**config.mk**
```make
export PLATFORM = sky130hd
export DESIGN_NAME = gp_group_stage_flat
export DESIGN_NICKNAME = d
export VERILOG_FILES = /design/src/rtl/gp_group_stage_if.sv /design/src/rtl/gp_group_stage.sv /design/src/flat_wrapper.sv
export SDC_FILE = /design/constraint.sdc
export NUM_CORES = 1
export LEC_CHECK = 0
export ABC_AREA = 1
export CAP_MARGIN = 20
export CORE_MARGIN = 1.5
export CORE_UTILIZATION = 30
export DETAILED_ROUTE_END_ITERATION = 10
export SLEW_MARGIN = 20
export SYNTH_ARGS = -nofsm -noshare
export SYNTH_HDL_FRONTEND = slang
export SYNTH_SLANG_ARGS = --single-unit
```
**constraint.sdc**
```tcl
create_clock -name clk -period 2.38 [get_ports clk]
set_input_delay 0.476 -clock clk [delete_from_list [all_inputs] [get_ports clk]]
set_output_delay 0.476 -clock clk [all_outputs]
set_load 0.01 [all_outputs]
```
**src/rtl/gp_group_stage_if.sv**
```systemverilog
// Bundle of the gp_group_stage operand input and group-pair output channels.
// The slave modport is the stage itself; the master modport is whatever
// produces operands and consumes the registered group pairs.
interface gp_group_stage_if #(
    parameter int INPUTSIZE = 32,
    parameter int GROUPSIZE = 4
);
    localparam int TREESIZE = INPUTSIZE / GROUPSIZE;

    logic                    in_valid;
    logic                    in_ready;
    logic [INPUTSIZE-1:0]    src1;
    logic [INPUTSIZE-1:0]    src2;
    logic                    sub;
    logic                    cin;
    logic                    out_valid;
    logic                    out_ready;
    logic [2*TREESIZE-1:0]   gp;
    logic [INPUTSIZE-1:0]    p_bits;
    logic [INPUTSIZE-1:0]    a_out;
    logic [INPUTSIZE-1:0]    b_out;
    logic                    cin_eff;

    modport slave (
        input  in_valid, src1, src2, sub, cin, out_ready,
        output in_ready, out_valid, gp, p_bits, a_out, b_out, cin_eff
    );

    modport master (
        output in_valid, src1, src2, sub, cin, out_ready,
        input  in_ready, out_valid, gp, p_bits, a_out, b_out, cin_eff
    );
endinterface

```
**src/rtl/gp_group_stage.sv**
```systemverilog
// gp_group_stage: registered front end of the parallel-prefix adder.
// Prepares the effective operands, computes per-bit generate/propagate,
// reduces them to per-group (G,P) pairs and registers everything behind a
// two-entry skid buffer so in_ready never depends on out_ready.
// Optional macro GP_GROUP_CIN_FOLD_EN folds the carry-in into group 0.
module gp_group_stage #(
    parameter int INPUTSIZE = 32,
    parameter int GROUPSIZE = 4
) (
    input  logic              clk,
    input  logic              rst_n,
    gp_group_stage_if.slave   bus
);
    localparam int TREESIZE = INPUTSIZE / GROUPSIZE;
    // Payload layout: {gp, p_bits, a, b_eff, cin_eff}
    localparam int W = 2*TREESIZE + 3*INPUTSIZE + 1;

    logic [INPUTSIZE-1:0]  b_eff;
    logic [INPUTSIZE-1:0]  g_bits;
    logic [INPUTSIZE-1:0]  p_bits_c;
    logic                  cin_eff_c;
    logic [2*TREESIZE-1:0] gp_c;
    logic [W-1:0]          in_data;

    logic [W-1:0] main_data_reg, main_data_next;
    logic [W-1:0] skid_data_reg, skid_data_next;
    logic         main_valid_reg, main_valid_next;
    logic         skid_valid_reg, skid_valid_next;
    logic         in_xfer;
    logic         out_xfer;

    assign b_eff     = bus.sub ? ~bus.src2 : bus.src2;
    assign cin_eff_c = bus.sub | bus.cin;
    assign g_bits    = bus.src1 & b_eff;
    assign p_bits_c  = bus.src1 ^ b_eff;

    genvar gi;
    generate
        for (gi = 0; gi < TREESIZE; gi++) begin : g_group
            logic grp_g;
            logic grp_p;

            // Ripple lookahead across the group; walking LSB upward yields the
            // same G as folding g_top | p_top & G_lower from the MSB down.
            always_comb begin
                grp_g = 1'b0;
                grp_p = 1'b1;
                for (int j = 0; j < GROUPSIZE; j++) begin
                    grp_g = g_bits[gi*GROUPSIZE + j] | (p_bits_c[gi*GROUPSIZE + j] & grp_g);
                    grp_p = grp_p & p_bits_c[gi*GROUPSIZE + j];
                end
            end

            assign gp_c[2*gi] = grp_p;

            if (gi == 0) begin : g_low
`ifdef GP_GROUP_CIN_FOLD_EN
                // Group 0 carries the carry-in so the tree emits true carries.
                assign gp_c[1] = grp_g | (grp_p & cin_eff_c);
`else
                assign gp_c[1] = grp_g;
`endif
            end else begin : g_high
                assign gp_c[2*gi+1] = grp_g;
            end
        end
    endgenerate

    assign in_data  = {gp_c, p_bits_c, bus.src1, b_eff, cin_eff_c};

    // in_ready only looks at the skid occupancy, never at out_ready.
    assign bus.in_ready  = rst_n & ~skid_valid_reg;
    assign bus.out_valid = main_valid_reg;
    assign {bus.gp, bus.p_bits, bus.a_out, bus.b_out, bus.cin_eff} = main_data_reg;

    assign in_xfer  = bus.in_valid & bus.in_ready;
    assign out_xfer = main_valid_reg & bus.out_ready;

    // Main/skid occupancy: main always holds the oldest beat, skid the next.
    always_comb begin
        main_data_next  = main_data_reg;
        main_valid_next = main_valid_reg;
        skid_data_next  = skid_data_reg;
        skid_valid_next = skid_valid_reg;
        if (!main_valid_reg) begin
            if (in_xfer) begin
                main_data_next  = in_data;
                main_valid_next = 1'b1;
            end
        end else if (out_xfer) begin
            if (skid_valid_reg) begin
                main_data_next  = skid_data_reg;
                skid_valid_next = 1'b0;
            end else if (in_xfer) begin
                main_data_next  = in_data;
            end else begin
                main_valid_next = 1'b0;
            end
        end else if (in_xfer) begin
            skid_data_next  = in_data;
            skid_valid_next = 1'b1;
        end
    end

    // State registers; reset discards in-flight beats and zeroes the data.
    always_ff @(posedge clk) begin
        if (!rst_n) begin
            main_data_reg  <= '0;
            main_valid_reg <= 1'b0;
            skid_data_reg  <= '0;
            skid_valid_reg <= 1'b0;
        end else begin
            main_data_reg  <= main_data_next;
            main_valid_reg <= main_valid_next;
            skid_data_reg  <= skid_data_next;
            skid_valid_reg <= skid_valid_next;
        end
    end
endmodule

```
**src/flat_wrapper.sv**
```systemverilog
// flat-port wrapper written by rule: the top's interface ports become plain ports
module gp_group_stage_flat 
#(
    parameter int INPUTSIZE = 32,
    parameter int GROUPSIZE = 4
)
  (clk, rst_n, bus_in_valid, bus_src1, bus_src2, bus_sub, bus_cin, bus_out_ready, bus_in_ready, bus_out_valid, bus_gp, bus_p_bits, bus_a_out, bus_b_out, bus_cin_eff);
  gp_group_stage_if #(.INPUTSIZE(INPUTSIZE), .GROUPSIZE(GROUPSIZE)) bus_i ();
  input  logic clk;
  input  logic rst_n;
  input wire logic [$bits(bus_i.in_valid)-1:0] bus_in_valid;
  input wire logic [$bits(bus_i.src1)-1:0] bus_src1;
  input wire logic [$bits(bus_i.src2)-1:0] bus_src2;
  input wire logic [$bits(bus_i.sub)-1:0] bus_sub;
  input wire logic [$bits(bus_i.cin)-1:0] bus_cin;
  input wire logic [$bits(bus_i.out_ready)-1:0] bus_out_ready;
  output wire logic [$bits(bus_i.in_ready)-1:0] bus_in_ready;
  output wire logic [$bits(bus_i.out_valid)-1:0] bus_out_valid;
  output wire logic [$bits(bus_i.gp)-1:0] bus_gp;
  output wire logic [$bits(bus_i.p_bits)-1:0] bus_p_bits;
  output wire logic [$bits(bus_i.a_out)-1:0] bus_a_out;
  output wire logic [$bits(bus_i.b_out)-1:0] bus_b_out;
  output wire logic [$bits(bus_i.cin_eff)-1:0] bus_cin_eff;
  assign bus_i.in_valid = bus_in_valid;
  assign bus_i.src1 = bus_src1;
  assign bus_i.src2 = bus_src2;
  assign bus_i.sub = bus_sub;
  assign bus_i.cin = bus_cin;
  assign bus_i.out_ready = bus_out_ready;
  assign bus_in_ready = bus_i.in_ready;
  assign bus_out_valid = bus_i.out_valid;
  assign bus_gp = bus_i.gp;
  assign bus_p_bits = bus_i.p_bits;
  assign bus_a_out = bus_i.a_out;
  assign bus_b_out = bus_i.b_out;
  assign bus_cin_eff = bus_i.cin_eff;
  gp_group_stage #(.INPUTSIZE(INPUTSIZE), .GROUPSIZE(GROUPSIZE)) u_core (.clk(clk), .rst_n(rst_n), .bus(bus_i));
endmodule
```
Word level (Yosys, flattened, before mapping)
Index checks and enable logic that the tools add are counted.
- reductions and logical operators: 3
- bitwise logic cells: 81
- equal/unequal tests: 1
- mux-type cells: 11
- operators by type and width (cell ; count):
    2-to-1 mux 113 bit ; 4
    AND 1 bit ; 51
    AND 32 bit ; 1
    2-to-1 mux 32 bit ; 1
    inverter 32 bit ; 1
    bitwise XOR 32 bit ; 1
    bitwise OR 1 bit ; 25
    2-to-1 mux 1 bit ; 6
    AND reduction 3 bit ; 1
    inequality test 2 bit (second input constant) ; 1
    inverter 1 bit ; 2
    AND reduction 2 bit ; 1
    nonzero test 2 bit ; 1
- input bits: 70
- bits in registers: 228

Logic depth before layout (Yosys ltp)
Gate-level depths: netlist (run 1).
- word-level depth: 13
- depth in mapped cells: 10
- gate-level depth less buffers: 8

Worst setup path before layout (run 1)
No wires, ideal clock.
- path kind: input-to-reg
- from: input bus_sub
- to: register u_core.main_data_reg[98]
- arrival: 1.792 ns
- slack: 0.471 ns
- required time: 2.263 ns
- cell stages on the path: 10
- setup time: 0.117 ns
- cell sequence: buf_4 buf_4 xor2_1 ha_1 nand2_1 inv_1 o21ai_0 nand3_1 a21oi_1 nor2_1
- longest elaborated chain between the ends: 12
- ends and longest elaborated chain (what ; line ; text):
    from (decl) ; flat_wrapper.sv:14 ; input wire logic [$bits(bus_i.sub)-1:0] bus_sub;
    2-to-1 mux 32 bit (*) ; gp_group_stage.sv:32 ; assign b_eff = bus.sub ? ~bus.src2 : bus.src2;
    named net u_core.b_eff[1] ; gp_group_stage.sv:18 ; logic [INPUTSIZE-1:0] b_eff;
    bitwise XOR 32 bit (*) ; gp_group_stage.sv:35 ; assign p_bits_c = bus.src1 ^ b_eff;
    named net u_core.p_bits_c[1] ; gp_group_stage.sv:20 ; logic [INPUTSIZE-1:0] p_bits_c;
    AND 1 bit (*) ; gp_group_stage.sv:49 ; grp_g = g_bits[gi*GROUPSIZE + j] | (p_bits_c[gi*GROUPSIZE + j] & grp_g);
    bitwise OR 1 bit (*) ; gp_group_stage.sv:49 ;
    AND 1 bit (*) ; gp_group_stage.sv:49 ;
    bitwise OR 1 bit (*) ; gp_group_stage.sv:49 ;
    AND 1 bit (*) ; gp_group_stage.sv:49 ;
    bitwise OR 1 bit (*) ; gp_group_stage.sv:49 ;
    2-to-1 mux 113 bit (*) ; gp_group_stage.sv:86, gp_group_stage.sv:94 ;
    2-to-1 mux 113 bit ; gp_group_stage.sv:91 ; if (skid_valid_reg) begin
    2-to-1 mux 113 bit ; gp_group_stage.sv:90 ; end else if (out_xfer) begin
    2-to-1 mux 113 bit (*) ; gp_group_stage.sv:85 ; if (!main_valid_reg) begin
    to (signal assigned) ; gp_group_stage.sv:113 ; main_data_reg <= main_data_next;
    to (decl) ; gp_group_stage.sv:25 ; logic [W-1:0] main_data_reg, main_data_next;
Mark *: on every way through the listed nets, which the timed path passes. The rest lies on a longest branch. The select of a mux whose other input is x is not followed.
A chain may end at the register's enable or synchronous reset.

Worst setup path in the final report (run 1)
- from: register u_core.main_valid_reg, in the netlist u_core.bus.out_valid
- to: output bus_out_valid
- RTL lines (what ; line ; text):
    from (decl) ; gp_group_stage.sv:27 ; logic main_valid_reg, main_valid_next;
    from (signal assigned) ; gp_group_stage.sv:114 ; main_valid_reg <= main_valid_next;
    to (decl) ; flat_wrapper.sv:18 ; output wire logic [$bits(bus_i.out_valid)-1:0] bus_out_valid;
No word-level cell between the ends.

==> flow_metrics.env, run 1 <==
export IMPL_ys_seq_area_frac=0.405
export IMPL_portBuffers=184
export IMPL_syn_avg_cell_area_um2=7.48
export IMPL_ys_ff_latch=228
export IMPL_holdWs_ps=453
export IMPL_via_per_inst=5.07
export IMPL_criticalPathCategory="flop to output pin"
export IMPL_drc=0
export IMPL_r2r_setup_slack_ps=620
export IMPL_path_cells="clkdlybuf4s50_1"
export IMPL_grt_pass1_vias=10000
export IMPL_core_um2=36800
export IMPL_crit_path_end_kind="output pin"
export IMPL_dieArea_um2=38700
export IMPL_synth_area_leaders="dfxtp_1, nand2_1, a21oi_1"
export IMPL_timing_final_crit_share=0.923
export IMPL_cts_max_path_buffers=3
export IMPL_crit_slowest_cell="clkdlybuf4s50_1"
export IMPL_fin_ws_ps=183
export IMPL_cts_root_buffer="clkbuf_16"
export IMPL_setup_viol=0
export IMPL_cts_tree="built"
export IMPL_min_path_type="flop to flop"
export IMPL_max_freq_ghz=0.455
export IMPL_critPathMaxStageDelay_ps=630
export IMPL_wl_per_cell_um=18.3
export IMPL_ys_warn_count=0
export IMPL_routed_wirelength_um=39300
export IMPL_hold_path_end="u_core.skid_data_reg[8]$_SDFFE_PN0P_"
export IMPL_hold_viol=0
export IMPL_critical_path_required_ps=1900
export IMPL_htreeDepth=1
export IMPL_crit_path_start_kind="flop"
export IMPL_synth_top_area_cell="dfxtp_1"
export IMPL_ys_types=28
export IMPL_drv_slew=0
export IMPL_post_cts_resized=0
export IMPL_r2r_start="u_core.bus.out_valid$_SDFF_PN0_"
export IMPL_synth_cells=1507
export IMPL_cp_max_fo=6
export IMPL_skew_ps=8.34
export IMPL_worstMarginPinSlew_ps=701
export IMPL_grt_pass1_wl_um=59900
export IMPL_final_util=0.396
export IMPL_dp_cells=2098
export IMPL_antennaDiodeCount=0
export IMPL_worstPathArrival_ps=1720
export IMPL_r2r_end="u_core.main_data_reg[112]$_SDFFE_PN0P_"
export IMPL_cts_num_sinks=228
export IMPL_grt_start_max_net_pins=116
export IMPL_drv_cap=0
export IMPL_hp_start="u_core.skid_data_reg[8]$_SDFFE_PN0P_"
export IMPL_stdcell_count=2148
export IMPL_post_cts_buffers=0
export IMPL_p_leak_nw=5.94
export IMPL_drive_above_1_share=0.0976
export IMPL_clk_pin_slew_ps=60
export IMPL_dpl_hpwl_um=26600
export IMPL_status="complete, no violations"
export IMPL_drt_initial_drc_count=842
export IMPL_fin_setup_tns_ps=0
export IMPL_cp_top_family="buffers and inverters"
export IMPL_detail_route_antenna_nets=0
export IMPL_power_density_nw_per_um2=706
export IMPL_rsz0062_at_grt="no"
export IMPL_min_period_ps=2200
export IMPL_antenna_found_initial=0
export IMPL_syn_nets=1609
export IMPL_grt_usage=0.197
export IMPL_syn_area_um2=11300
export IMPL_io_pin_count=185
export IMPL_rr_worst_depth=9
export IMPL_fin_nets=1762
export IMPL_place_gp_congestion=0.811
export IMPL_die_h_um=197
export IMPL_worstSkewPairLatency_ps=530
export IMPL_num_vias=10900
export IMPL_die_w_um=197
export IMPL_ir_drop_v=0.000547
export IMPL_cts_buffers=28
export IMPL_area_growth_syn_to_layout_pct=29.1
export IMPL_maxSlewHeadroom=0.533
export IMPL_num_rows=70
export IMPL_overflow=0
export IMPL_pre_cts_ws_ps=143
export IMPL_crit_buf_inv=1
export IMPL_initial_core_util=0.306
export IMPL_holdPathStages=2
export IMPL_holdBufCountCts=0
export IMPL_drt_pass1_iterations=5
export IMPL_netlist_area_leader_share=0.405
cells in the mapped netlist (all sizes together):
library cell / count
dfxtp: 228
nand4: 3
o2111ai: 47
xor2: 32
buf: 80
nor2: 95
o21ai: 127
a211oi: 49
nand3b: 1
clkbuf: 40
nor3: 1
o211ai: 1
nand3: 121
a21oi: 173
nand2: 251
inv: 192
a31oi: 34
ha: 32
layout make-up:
cell class	count	area (um2)
sequential	228	4570
clock buffer	42	825
fill	3748	22200
timing repair buffer	243	2410
clock inverter	8	43.8
tap	468	586
inverter	192	726
multi-input combinational	967	5400
worst register-to-register path, cell delays in order, from the launching register on:
cell and delay [ps]:
dfxtp_1 560, nand2_1 90, buf_4 220, inv_1 90, buf_4 320, a21oi_1 120
nand2_1 80, inv_1 40, nand2_1 50, a21oi_1 50
cells by family (layout without fill, tap and decap cells):
kind of cell             count (synthesis)  after routing  share of synthesized area
adder cells (fa/ha/maj)                 32             32                     0.0355
AND/OR/NAND/NOR                        472            472                      0.175
AO/OA/AOI/OAI                          431            431                      0.243
XOR/XNOR                                32             32                     0.0249
buffers and inverters                  312            485                      0.117
flip-flops                             228            228                      0.405
report_power, final:
| group | total [W] | internal [W] | switching [W] | leakage (nW) |
|---|---|---|---|---|
| combinational | 0.00201 | 0.000872 | 0.00114 | 3.64 |
| clock | 0.00404 | 0.00238 | 0.00166 | 0.435 |
| sequential | 0.00423 | 0.00405 | 0.000180 | 1.86 |
| total | 0.0103 | 0.00730 | 0.00298 | 5.94 |
worst max path at each step:
| stage | from | endpoint | depth (start not counted) |
|---|---|---|---|
| finish | u_core.bus.out_valid$_SDFF_PN0_ | bus_out_valid | 1 |
| global route | u_core.bus.out_valid$_SDFF_PN0_ | bus_out_valid | 1 |
| CTS | u_core.skid_valid_reg$_SDFFE_PN0P_ | bus_in_ready | 2 |
| detailed placement | bus_src2[5] | u_core.main_data_reg[100]$_SDFFE_PN0P_ | 9 |
| global placement | bus_src2[15] | u_core.main_data_reg[104]$_SDFFE_PN0P_ | 10 |
| floorplan | bus_sub | u_core.main_data_reg[98]$_SDFFE_PN0P_ | 10 |
layer usage:
metal	routed length (um)	global-route usage	vias up
met3	2420	0.0323	56
met5	0	0	-
met2	18000	0.317	365
met4	1210	0.0664	0
met1	17600	0.268	5124
li1	-	-	5351
placed cells by master, fill, tap and decap left out, types with 47 or more instances in the layout:
master           count
o2111ai_1           47
clkdlybuf4s50_1    182
nor2_1              95
buf_4               49
inv_1              184
a21oi_1            173
nand3_1            119
nand2_1            248
o21ai_0            125
dfxtp_1            227
a211oi_2            47
metrics by stage:
stage	power, W	area [um2]
floorplan	0.00530	11300
CTS	0.0104	14600
global route	0.0107	14600
detailed placement	0.00631	13700
finish	0.0103	14600
global placement	0.00627	13700
Power figures use the tool's default switching activity.
==> run 2: changes to the inputs <==
--- a/config.mk
+++ b/config.mk
@@ -8,8 +8,9 @@
 export ABC_AREA = 1
 export CAP_MARGIN = 20
 export CORE_MARGIN = 1.5
-export CORE_UTILIZATION = 30
+export CORE_UTILIZATION = 54
 export DETAILED_ROUTE_END_ITERATION = 10
+export PLACE_DENSITY = 0.81
 export SLEW_MARGIN = 20
 export SYNTH_ARGS = -nofsm -noshare
 export SYNTH_HDL_FRONTEND = slang
==> flow_metrics.env, run 2 (synthesis gave the netlist of run 1 again) <==
export IMPL_criticalPathCategory="flop to output pin"
export IMPL_cts_tree="built"
export IMPL_worstPathArrival_ps=1730
export IMPL_crit_buf_inv=1
export IMPL_layout_commonest_cell="nand2_1"
export IMPL_p_leak_nw=5.80
export IMPL_cts_root_buffer="clkbuf_16"
export IMPL_clk_pin_slew_ps=60
export IMPL_die_w_um=147
export IMPL_drive_above_1_share=0.0852
export IMPL_core_um2=20400
export IMPL_die_h_um=147
export IMPL_max_freq_ghz=0.453
export IMPL_setup_viol=0
export IMPL_drt_initial_drc_count=1188
export IMPL_cts_buffers=25
export IMPL_worstMarginPinSlew_ps=971
export IMPL_drc=0
export IMPL_drt_pass1_iterations=5
export IMPL_grt_start_max_net_pins=93
export IMPL_worstSkewPairLatency_ps=520
export IMPL_skew_ps=11.2
export IMPL_critPathMaxStageDelay_ps=590
export IMPL_critical_path_required_ps=1900
export IMPL_post_cts_buffers=0
export IMPL_htreeDepth=1
export IMPL_routed_wirelength_um=35000
export IMPL_final_util=0.691
export IMPL_wl_per_cell_um=18.2
export IMPL_via_per_inst=5.82
export IMPL_maxSlewHeadroom=0.353
export IMPL_cts_max_path_buffers=3
export IMPL_cts_num_sinks=228
export IMPL_area_growth_syn_to_layout_pct=24.8
export IMPL_status="complete, no violations"
export IMPL_drv_slew=0
export IMPL_cp_max_fo=7
export IMPL_layout_common_cells="nand2_1, dfxtp_1, inv_1, clkdlybuf4s50_1, a21oi_1"
export IMPL_dpl_hpwl_um=22800
export IMPL_holdBufCountCts=0
export IMPL_use_met3=0.0636
export IMPL_met2_usage=0.498
export IMPL_drv_cap=0
export IMPL_num_rows=52
export IMPL_crit_path_start_kind="flop"
export IMPL_overflow=0
export IMPL_rsz0062_at_grt="no"
export IMPL_fin_setup_tns_ps=0
export IMPL_ir_drop_v=0.000502
export IMPL_post_cts_resized=0
export IMPL_power_density_nw_per_um2=697
export IMPL_num_vias=11200
export IMPL_min_path_type="flop to flop"
export IMPL_hold_viol=0
export IMPL_grt_util_met1=0.401
export IMPL_detail_route_antenna_nets=0
export IMPL_path_cells="nor2_1, clkdlybuf4s50_1"
export IMPL_initial_core_util=0.554
export IMPL_fill_cells=1629
export IMPL_cp_top_family="buffers and inverters"
export IMPL_busiest_layer="met2"
export IMPL_fin_nets=1744
export IMPL_portBuffers=184
export IMPL_dieArea_um2=21800
export IMPL_grt_usage=0.313
export IMPL_antennaDiodeCount=0
export IMPL_timing_final_crit_share=0.928
export IMPL_antenna_found_initial=0
export IMPL_crit_slowest_cell="clkdlybuf4s50_1"
export IMPL_min_period_ps=2210
export IMPL_grt_pass1_vias=10300
export IMPL_place_gp_congestion=0.885
export IMPL_grt_pass1_wl_um=54800
export IMPL_crit_path_end_kind="output pin"
export IMPL_io_pin_count=185
[run 2: cell count changes in the layout (fill, tap and decap cells not counted), sizes merged]
cell	previous run	this run
buf	61	46
clkbuf	42	37
clkinv	7	2
inv	193	192
[run 2: area by class of cell]
class                      instances  area, um2  share of cell area
sequential                       228       4570               0.325
clock buffer                      37        741              0.0527
inverter                         192        726              0.0516
clock inverter                     2       10.0            0.000712
multi-input combinational        967       5400               0.384
timing repair buffer             228       2290               0.163
tap                              270        338              0.0240
[run 2: final timing paths]
kind	startpoint	endpoint	slack [ps]	depth (start not counted)
max	u_core.skid_valid_reg$_SDFFE_PN0P_	bus_in_ready	170	2
min	u_core.skid_data_reg[8]$_SDFFE_PN0P_	u_core.skid_data_reg[8]$_SDFFE_PN0P_	450	2
max reg2reg	u_core.bus.out_valid$_SDFF_PN0_	u_core.main_data_reg[0]$_SDFFE_PN0P_	430	7
min reg2reg	u_core.skid_data_reg[8]$_SDFFE_PN0P_	u_core.skid_data_reg[8]$_SDFFE_PN0P_	450	2
[run 2: stage by stage]
step | hold WS, ps | instances | total power, W | instance area [um2] | worst slack (ps)
after global routing | 472 | 1924 | 0.0102 | 14100 | 170
after detailed placement | 441 | 1885 | 0.00620 | 13300 | 105
after floorplan | 425 | 1507 | 0.00530 | 11300 | 471
after global placement | 433 | 1885 | 0.00615 | 13300 | 145
final | 451 | 1924 | 0.00980 | 14100 | 171
after CTS | 449 | 1924 | 0.00979 | 14100 | 184
[run 2: metal layers]
layer | up-vias | wire length, um
li1 | 5305 | -
met1 | 5215 | 13900
met2 | 562 | 16000
met3 | 108 | 3140
met4 | 0 | 1890
met5 | - | 0
[run 2: power breakdown]
part           internal [W]  switching, W  total (W)
logic              0.000843       0.00110    0.00194
clock network       0.00212       0.00152    0.00363
registers           0.00405      0.000177    0.00422
[run 2: worst reg2reg max path: cells and delay by family, from the launching register on]
kind            cells  cell delay (ps)
buf+inv             2              690
simple gates        3              500
compound gates      2              160
flops               1              540
==> run 3: changes to the inputs <==
--- a/config.mk
+++ b/config.mk
@@ -6,7 +6,8 @@
 export NUM_CORES = 1
 export LEC_CHECK = 0
 export ABC_AREA = 1
-export CAP_MARGIN = 20
+export ABC_CLOCK_PERIOD_IN_PS = 2380
+export CAP_MARGIN = 10
 export CORE_MARGIN = 1.5
 export CORE_UTILIZATION = 54
 export DETAILED_ROUTE_END_ITERATION = 10
==> results of run 3 <==
Same layout as run 2: the final DEF is identical, and so are final timing and power.
